### config.mk
export PLATFORM = sky130hd
export DESIGN_NAME = bp_feedback
export DESIGN_NICKNAME = d
export VERILOG_FILES = /design/src/rtl/bp_feedback.sv
export SDC_FILE = /design/constraint.sdc
export NUM_CORES = 1
export LEC_CHECK = 0
export CORE_UTILIZATION = 50
export CTS_CLUSTER_DIAMETER = 60
export CTS_CLUSTER_SIZE = 24
export DETAILED_ROUTE_END_ITERATION = 10
export HOLD_SLACK_MARGIN = 0.1
export PLACE_DENSITY = 0.73
export SYNTH_ARGS = -nofsm -noshare
export SYNTH_HDL_FRONTEND = slang
export SYNTH_SLANG_ARGS = --single-unit
export TNS_END_PERCENT = 1
### constraint.sdc
create_clock -name clk -period 2.8 [get_ports clk]
set_clock_uncertainty 0.2 [all_clocks]
set_input_delay 0.56 -clock clk [delete_from_list [all_inputs] [get_ports clk]]
set_output_delay 0.56 -clock clk [all_outputs]
set_load 0.005 [all_outputs]
### src/rtl/bp_feedback.sv
// bp_feedback: in-order branch outcome tracker producing predictor training updates
module bp_feedback #(
  parameter int TAG_W = 8,
  parameter int DEPTH = 8,
  parameter int ID_W  = 3
) (
  input  logic             clk,
  input  logic             rst,
  input  logic             rdy,
  input  logic             alloc_ce,
  input  logic [TAG_W-1:0] alloc_tag,
  input  logic             alloc_pred,
  output logic [ID_W-1:0]  alloc_id,
  output logic             full,
  input  logic             res_ce,
  input  logic [ID_W-1:0]  res_id,
  input  logic             res_taken,
  input  logic             commit_ce,
  output logic             head_ready,
  input  logic             flush,
  output logic [ID_W:0]    count,
  output logic             out_bp_ce,
  output logic [TAG_W-1:0] out_bp_tag,
  output logic             out_bp_jump,
  output logic             mispredict
);
  logic [DEPTH-1:0] valid_q, resolved_q, pred_q, taken_q;
  logic [TAG_W-1:0] tag_q [DEPTH];
  logic [ID_W-1:0]  head_q, tail_q;
  logic [ID_W:0]    count_q, count_d;
  logic             do_alloc, do_commit;

  assign full       = count_q == (ID_W+1)'(DEPTH);
  assign head_ready = valid_q[head_q] & resolved_q[head_q];
  assign alloc_id   = tail_q;
  assign count      = count_q;
  assign do_alloc   = alloc_ce & ~full;
  assign do_commit  = commit_ce & head_ready;

  // Occupancy moves only when alloc and commit are not both accepted
  always_comb count_d = count_q + (ID_W+1)'(do_alloc) - (ID_W+1)'(do_commit);

  // Record, resolve and retire entries; flush wins over everything else
  always_ff @(posedge clk or negedge rst) begin
    if (!rst) begin
      valid_q     <= '0;
      resolved_q  <= '0;
      pred_q      <= '0;
      taken_q     <= '0;
      for (int i = 0; i < DEPTH; i++) tag_q[i] <= '0;
      head_q      <= '0;
      tail_q      <= '0;
      count_q     <= '0;
      out_bp_ce   <= 1'b0;
      out_bp_tag  <= '0;
      out_bp_jump <= 1'b0;
      mispredict  <= 1'b0;
    end else if (rdy) begin
      if (flush) begin
        valid_q    <= '0;
        resolved_q <= '0;
        head_q     <= '0;
        tail_q     <= '0;
        count_q    <= '0;
        out_bp_ce  <= 1'b0;
        mispredict <= 1'b0;
      end else begin
        if (res_ce && valid_q[res_id]) begin
          resolved_q[res_id] <= 1'b1;
          taken_q[res_id]    <= res_taken;
        end
        if (do_alloc) begin
          valid_q[tail_q]    <= 1'b1;
          resolved_q[tail_q] <= 1'b0;
          tag_q[tail_q]      <= alloc_tag;
          pred_q[tail_q]     <= alloc_pred;
          tail_q             <= tail_q + 1'b1;
        end
        if (do_commit) begin
          valid_q[head_q] <= 1'b0;
          head_q          <= head_q + 1'b1;
          out_bp_tag      <= tag_q[head_q];
          out_bp_jump     <= taken_q[head_q];
        end
        out_bp_ce  <= do_commit;
        mispredict <= do_commit & (taken_q[head_q] ^ pred_q[head_q]);
        count_q    <= count_d;
      end
    end
  end
endmodule

==> summary by stage <==
Logic synthesis
The share of synthesized flip-flops with an asynchronous set or reset is 1.00. The Yosys step of the flow raised 0 warnings. By area, the combinational part of the netlist is dominated by multiplexers. The mean cell area of the mapped netlist is about 13 sq um. Among all flip-flop cells after synthesis, the most frequent one is sky130_fd_sc_hd__dfrtp_1. The dominant cell by count in the synthesized netlist is sky130_fd_sc_hd__dfrtp_1. The post-synthesis compound-gate area fraction was 0.151. The post-synthesis register bit count is 117. Of the total synthesized cell area, the portion taken by full adders, half adders and majority gates is 0.0190. The sequential-to-total area share from yosys stat is 0.517. The number of distinct library cells after synthesis is 64. Measured against the total synthesized area, the mux share comes to 0.193.

Of the post-synthesis cell area, the dominant cell type holds 0.517. By area the synthesized netlist is led by sky130_fd_sc_hd__dfrtp_1 (52%), sky130_fd_sc_hd__mux2_2 (15%), sky130_fd_sc_hd__a22oi_1 (2.3%). Ranked by instance count, the synthesized netlist is headed by sky130_fd_sc_hd__dfrtp_1 (117), sky130_fd_sc_hd__mux2_2 (75), sky130_fd_sc_hd__nor2_1 (20). The synthesized-area fraction occupied by xor and xnor cells is 0.00464.

The synthesized net count is around 480. sky130_fd_sc_hd__dfrtp_1 takes more of the synthesized area than any other cell. The number of instances in the synthesized netlist is 449. The synthesized netlist occupies a cell area of 0.00567 sq mm. Of the total synthesized cell area, the portion taken by AND, OR, NAND and NOR gates is 0.0837. Yosys mapped a number of flops with a built-in enable equal to 0.

CTS
At the later pin of the worst-skew pair, clock insertion delay measures 420 ps. For this design, the sink count on the clock tree is 117. The maximum buffer depth of the clock tree is 2. The clock tree synthesis step divided the H-tree into 4 levels.

Counting the buffers created by CTS gives 17. The clock-pin slew on the worst setup and hold paths is about 50 ps. The cell sitting at the root of the clock tree is a sky130_fd_sc_hd__clkbuf_16. TritonCTS built the clock tree.

Cells and area
The count of cells in the finished layout, fillers not included, comes to 688. The synthesis-to-finish area growth is 26.9%. In the final layout, the share of cells above drive strength 1 is 0.356.

The antenna diode count is 0. The final layout contains about 560 nets.

Status
The final reports fail on negative setup slack. The flow ran to the end, but the final reports show violations.

Route
The final route contains 4153 vias. The via density per instance is 6.04. The first detailed-routing pass took 5 iterations. For this block, the routed nets add up to 14200 um of wire. The count of nets left with antenna violations once routing finished came out at 0.

The violation count after the first detailed-route iteration is 221. The average wire length per cell after detail routing is a little over 20 um. For this run, design rule violations remaining after detail routing come to 0.

Critical path
The category of the most critical setup path is flop to output pin. In this run the critical register-to-register path is launched from head_q[0]$_DFFE_PN0P_. The last element of the critical path is head_ready.

Along the worst path, the maximum fanout reaches 7. STA puts the critical path data required time at 2040 ps. The sort of element at the end of the critical path is an output pin. The number of cell instances on the worst register-to-register path is 10.

Setup slack on the worst reg-to-reg path comes out at -20 ps. Data on the critical path arrives at its endpoint at 2070 ps. The capture point of the worst reg-to-reg path is count[1]$_DFFE_PN0P_.

The worst setup path is launched from a flop. The startpoint of the most critical setup path is head_q[0]$_DFFE_PN0P_.

Floorplan
The vertical die dimension is roughly 110 um. The die covers 0.0118 sq mm. The number of top-level design ports is 40. After floorplanning, the core was divided into 38 placement rows. The standard cell core area is roughly 0.011 sq mm. The initial core utilization is 0.518. The die extent in x is between 100 and 150 um.

Placed design
Summed over all nets, the half-perimeter wirelength after detailed placement is 9640 um. The placement-stage worst setup slack is -26.1 ps. The count of placed standard cells including taps is 654. The routability congestion estimate from global placement is 0.965. The count of buffers added on input and output ports is 39.

STA
For the pin with the worst max-slew slack, the measured transition is between 1000 and 1500 ps. The hold violation count in the final report is 0. Setup repair after global routing could not meet its margin everywhere.

Once routing completed, OpenROAD measured the worst setup slack at -32.6 ps. The maximum clock frequency is 353 MHz. The minimum clock period is 2830 ps. Dividing the final minimum period by the clock period gives 1.01.

In the final timing run, aggregate negative setup slack is -58.3 ps. The max-slew violation count is 0. Setup violations remaining at the end of the flow were counted as 3.

Measured against its own limit, the worst slew margin works out to 0.216.

GRT
Entering global routing, the biggest net connects 50 pins. The initial antenna violation count is 0. The via count of the first global-routing pass is between 4k and 5k. The global-route congestion overflow total is 0. The first global-routing pass estimated 23500 um of wire. The total global-route track usage is 0.272.

Pwr
The power per unit of standard cell area is slightly above 700 mW/mm^2. The leakage dissipation is 3.29 nW. The largest voltage drop on the vdd net is 0.000567 V.

Hold path
The type of the tightest min-delay check is flop to flop.

Flow run
The number of maximum-capacitance constraint violations is 0.
per-layer routing:
metal / wire [um] / vias to the layer above / share of wire / global-route usage
met1: 6250 / 2132 / 0.44 / 0.358
met4: 255 / 0 / 0.018 / 0.100
met5: 0 / - / 0 / 0
li1: - / 1885 / - / -
met3: 775 / 25 / 0.054 / 0.0621
met2: 6970 / 111 / 0.49 / 0.440
flip-flops by register name, indices dropped and copies added, names as in the netlist, 3 cells and up:
name / cells
out_bp_tag: 8
resolved_q: 8
head_q: 3
alloc_id: 3
tag_q: 64
pred_q: 8
count: 4
taken_q: 8
valid_q: 8
power by group:
part,switching (mW),total [mW],leakage [nW],internal [mW]
sequential,0.169,2.12,1.59,1.95
clock,0.730,2.01,0.265,1.28
combinational,0.454,0.961,1.44,0.508
critical path, cell delays in order, from the launching register on:
cell and delay [ps]:
sky130_fd_sc_hd__dfrtp_1 390, sky130_fd_sc_hd__buf_4 180, sky130_fd_sc_hd__or4b_4 530, sky130_fd_sc_hd__o21ai_4 90, sky130_fd_sc_hd__buf_4 140, sky130_fd_sc_hd__o31a_1 130, sky130_fd_sc_hd__clkdlybuf4s15_2 200
timing repair:
action | 4_1_cts | 5_1_grt
endpoints found under the hold margin | 17 | 0
buffers inserted | 2 | 0
gates resized for setup | 10 | 8
setup endpoints to repair | 4 | 16
pin swaps | 0 | 3
hold buffers | 1 | 0
cells by family after synthesis:
family	count (synthesis)
buffers and inverters	38
flip-flops	117
multiplexers	94
AND/OR/NAND/NOR	79
XOR/XNOR	3
AO/OA/AOI/OAI	110
adder cells (fa/ha/maj)	8
cells in the final DEF (no fill, tap or decap), drive strengths merged, types with 3 or more instances in the layout:
cell type	count
a22o	10
clkinvlp	3
nand2b	6
o21ai	10
nor2	20
mux2i	6
nor2b	3
nand4	3
dfrtp	117
o21a	3
ha	7
a311oi	8
clkdlybuf4s50	36
a221oi	7
mux4	4
a21o	11
a22oi	17
a31oi	15
nor3b	4
nor3	7
clkbuf	23
clkinv	5
and2	4
and3b	3
nand2	8
buf	55
nand3	12
inv	11
mux2	84
a21oi	10
layout make-up:
class                           instances  area [sq um]
Clock inverter                          8          76.3
Inverter                               12          45.0
Sequential cell                       117          2930
Multi-Input combinational cell        294          2660
Fill cell                             850          3750
Tap cell                              140           175
Clock buffer                           23           478
Timing Repair Buffer                   94           823
how the worst min path moves through the flow:
stage / from / endpoint / slack, ps / cells past startpoint
2_1_floorplan: rst / alloc_id[0]$_DFFE_PN0P_ / 60 / 0
3_3_place_gp: rst / count[2]$_DFFE_PN0P_ / 250 / 1
3_5_place_dp: rst / count[2]$_DFFE_PN0P_ / 260 / 1
4_1_cts: out_bp_tag[1]$_DFFE_PN0P_ / out_bp_tag[1]$_DFFE_PN0P_ / 280 / 1
5_1_grt: out_bp_tag[4]$_DFFE_PN0P_ / out_bp_tag[4]$_DFFE_PN0P_ / 300 / 1
6_report: out_bp_tag[1]$_DFFE_PN0P_ / out_bp_tag[1]$_DFFE_PN0P_ / 280 / 1
through the flow:
step	instance area [sq um]	total power, mW	hold slack (ps)	utilization
2_1_floorplan	5710	2.70	64.4	-
3_3_place_gp	6560	3.02	249	0.599
3_5_place_dp	6560	3.07	256	0.599
4_1_cts	7170	5.11	279	0.655
5_1_grt	7190	5.32	300	0.657
6_report	7190	5.09	275	0.657
Power figures use the tool's default switching activity.
==> variant, RTL diff (same settings) <==
The parameter `TAG_W` goes from 8 to 6.
--- a/src/rtl/bp_feedback.sv
+++ b/src/rtl/bp_feedback.sv
@@ -2,3 +2,3 @@
 module bp_feedback #(
-  parameter int TAG_W = 8,
+  parameter int TAG_W = 6,
   parameter int DEPTH = 8,
Ports: changed (resized alloc_tag and out_bp_tag); port bits go from 40 to 36. The function was not compared with the original's and may differ.
==> variant against the original RTL <==
  * The flow still finishes with violations (setup timing)
  * Cell count decreased by 6.7%
  * Core utilization decreased by 1.8 points
  * Setup slack got worse by 0.019 ns
  * Synthesized area decreased by 11%
  * Design area decreased by 13%
  * Routed wire length decreased by 9.4%
  * Sequential cell count decreased by 18
  * Non-clock buffer count decreased by 1
  * Total power decreased by 25%
  * Critical path type is now flop to flop
==> variant: results (changes against the original RTL) <==
<table>
<tr><th>Metric</th><th>Value</th></tr>
<tr><th colspan="2">Power</th></tr>
<tr><td>Portion of total power attributed to combinational logic</td><td>27.4% (+8.5 points)</td></tr>
<tr><td>Net switching power of the design</td><td>1.18 mW (-13%)</td></tr>
<tr><td>Worst IR Drop VDD</td><td>0.000442 V (-22%)</td></tr>
<tr><th colspan="2">Detailed routing</th></tr>
<tr><td>Total number of vias</td><td>3817 (-8.1%)</td></tr>
<tr><td>DRT met1 WL</td><td>5540 um (-11%)</td></tr>
<tr><th colspan="2">Clock network</th></tr>
<tr><td>Number of buffers added for setup after CTS</td><td>3 (+1)</td></tr>
<tr><td>Number of cells upsized or downsized after cts</td><td>6 (-4)</td></tr>
<tr><td>Insertion delay to the later sink of the worst-skew pair</td><td>0.38 ns (-0.04 ns)</td></tr>
<tr><th colspan="2">Global route</th></tr>
<tr><td>Number of global-route vias before repair</td><td>3960 (-9.4%)</td></tr>
<tr><td>Pin count of the biggest net entering global routing</td><td>46 (-8.0%)</td></tr>
<tr><th colspan="2">Synth</th></tr>
<tr><td>Net count after synthesis</td><td>447 (-6.3%)</td></tr>
<tr><td>Mean area per synthesized cell</td><td>12.0 um2 (-4.6%)</td></tr>
<tr><th colspan="2">Critical path</th></tr>
<tr><td>Worst path arrival time</td><td>2.96 ns (+0.89 ns)</td></tr>
<tr><td>Top fanout value on the critical path</td><td>4 (-3)</td></tr>
<tr><td>Slowest cell delay on critical path</td><td>0.51 ns (-0.02 ns)</td></tr>
<tr><td>Cell family contributing the most delay on the critical path</td><td>adder cells</td></tr>
<tr><td>Number of cells on the worst reg-to-reg path</td><td>12 (+2)</td></tr>
<tr><th colspan="2">Run status</th></tr>
<tr><td>Status</td><td>complete, but fails checks</td></tr>
<tr><td>Failing checks</td><td>setup timing</td></tr>
<tr><th colspan="2">STA</th></tr>
<tr><td>Worst-case headroom to the max-slew limit</td><td>50.5% (+29 points)</td></tr>
<tr><td>Setup violators final</td><td>4 (+1)</td></tr>
<tr><td>Final setup margin</td><td>-0.0514 ns (-0.0188 ns)</td></tr>
<tr><td>Final Hold Slack</td><td>0.294 ns (+0.0187 ns)</td></tr>
<tr><th colspan="2">Placed design</th></tr>
<tr><td>Routability Congestion</td><td>0.910 (-5.8%)</td></tr>
<tr><th colspan="2">Layout</th></tr>
<tr><td>Final Instance Count excl. Fillers</td><td>642 (-6.7%)</td></tr>
</table>
-- variant: cell type report --
| cell class | instances | area, um2 |
|---|---|---|
| timing repair buffer | 93 | 846 |
| sequential | 99 | 2480 |
| clock inverter | 7 | 87.6 |
| tap | 133 | 166 |
| inverter | 15 | 58.8 |
| clock buffer | 9 | 124 |
| fill | 809 | 3540 |
| multi-input combinational | 286 | 2520 |
-- variant: per-stage QoR --
step	instance area [um2]	setup TNS, ns	worst slack (ns)
3_5_place_dp	5940	-0.338	-0.172
4_1_cts	6210	-0.154	-0.0840
3_3_place_gp	5940	-0.162	-0.0764
5_1_grt	6280	-0.427	-0.140
2_1_floorplan	5110	-0.0456	-0.0271
6_report	6280	-0.119	-0.0514
-- variant: path summary, 6_finish.rpt --
path | start | to
worst max-delay path | head_q[1] | count[1]
worst min-delay path | out_bp_ce | out_bp_ce
worst max register to register | head_q[1] | count[1]
worst min register to register | out_bp_ce | out_bp_ce
max in group asynchronous | rst | pred_q[4]
min in group asynchronous | rst | taken_q[1]
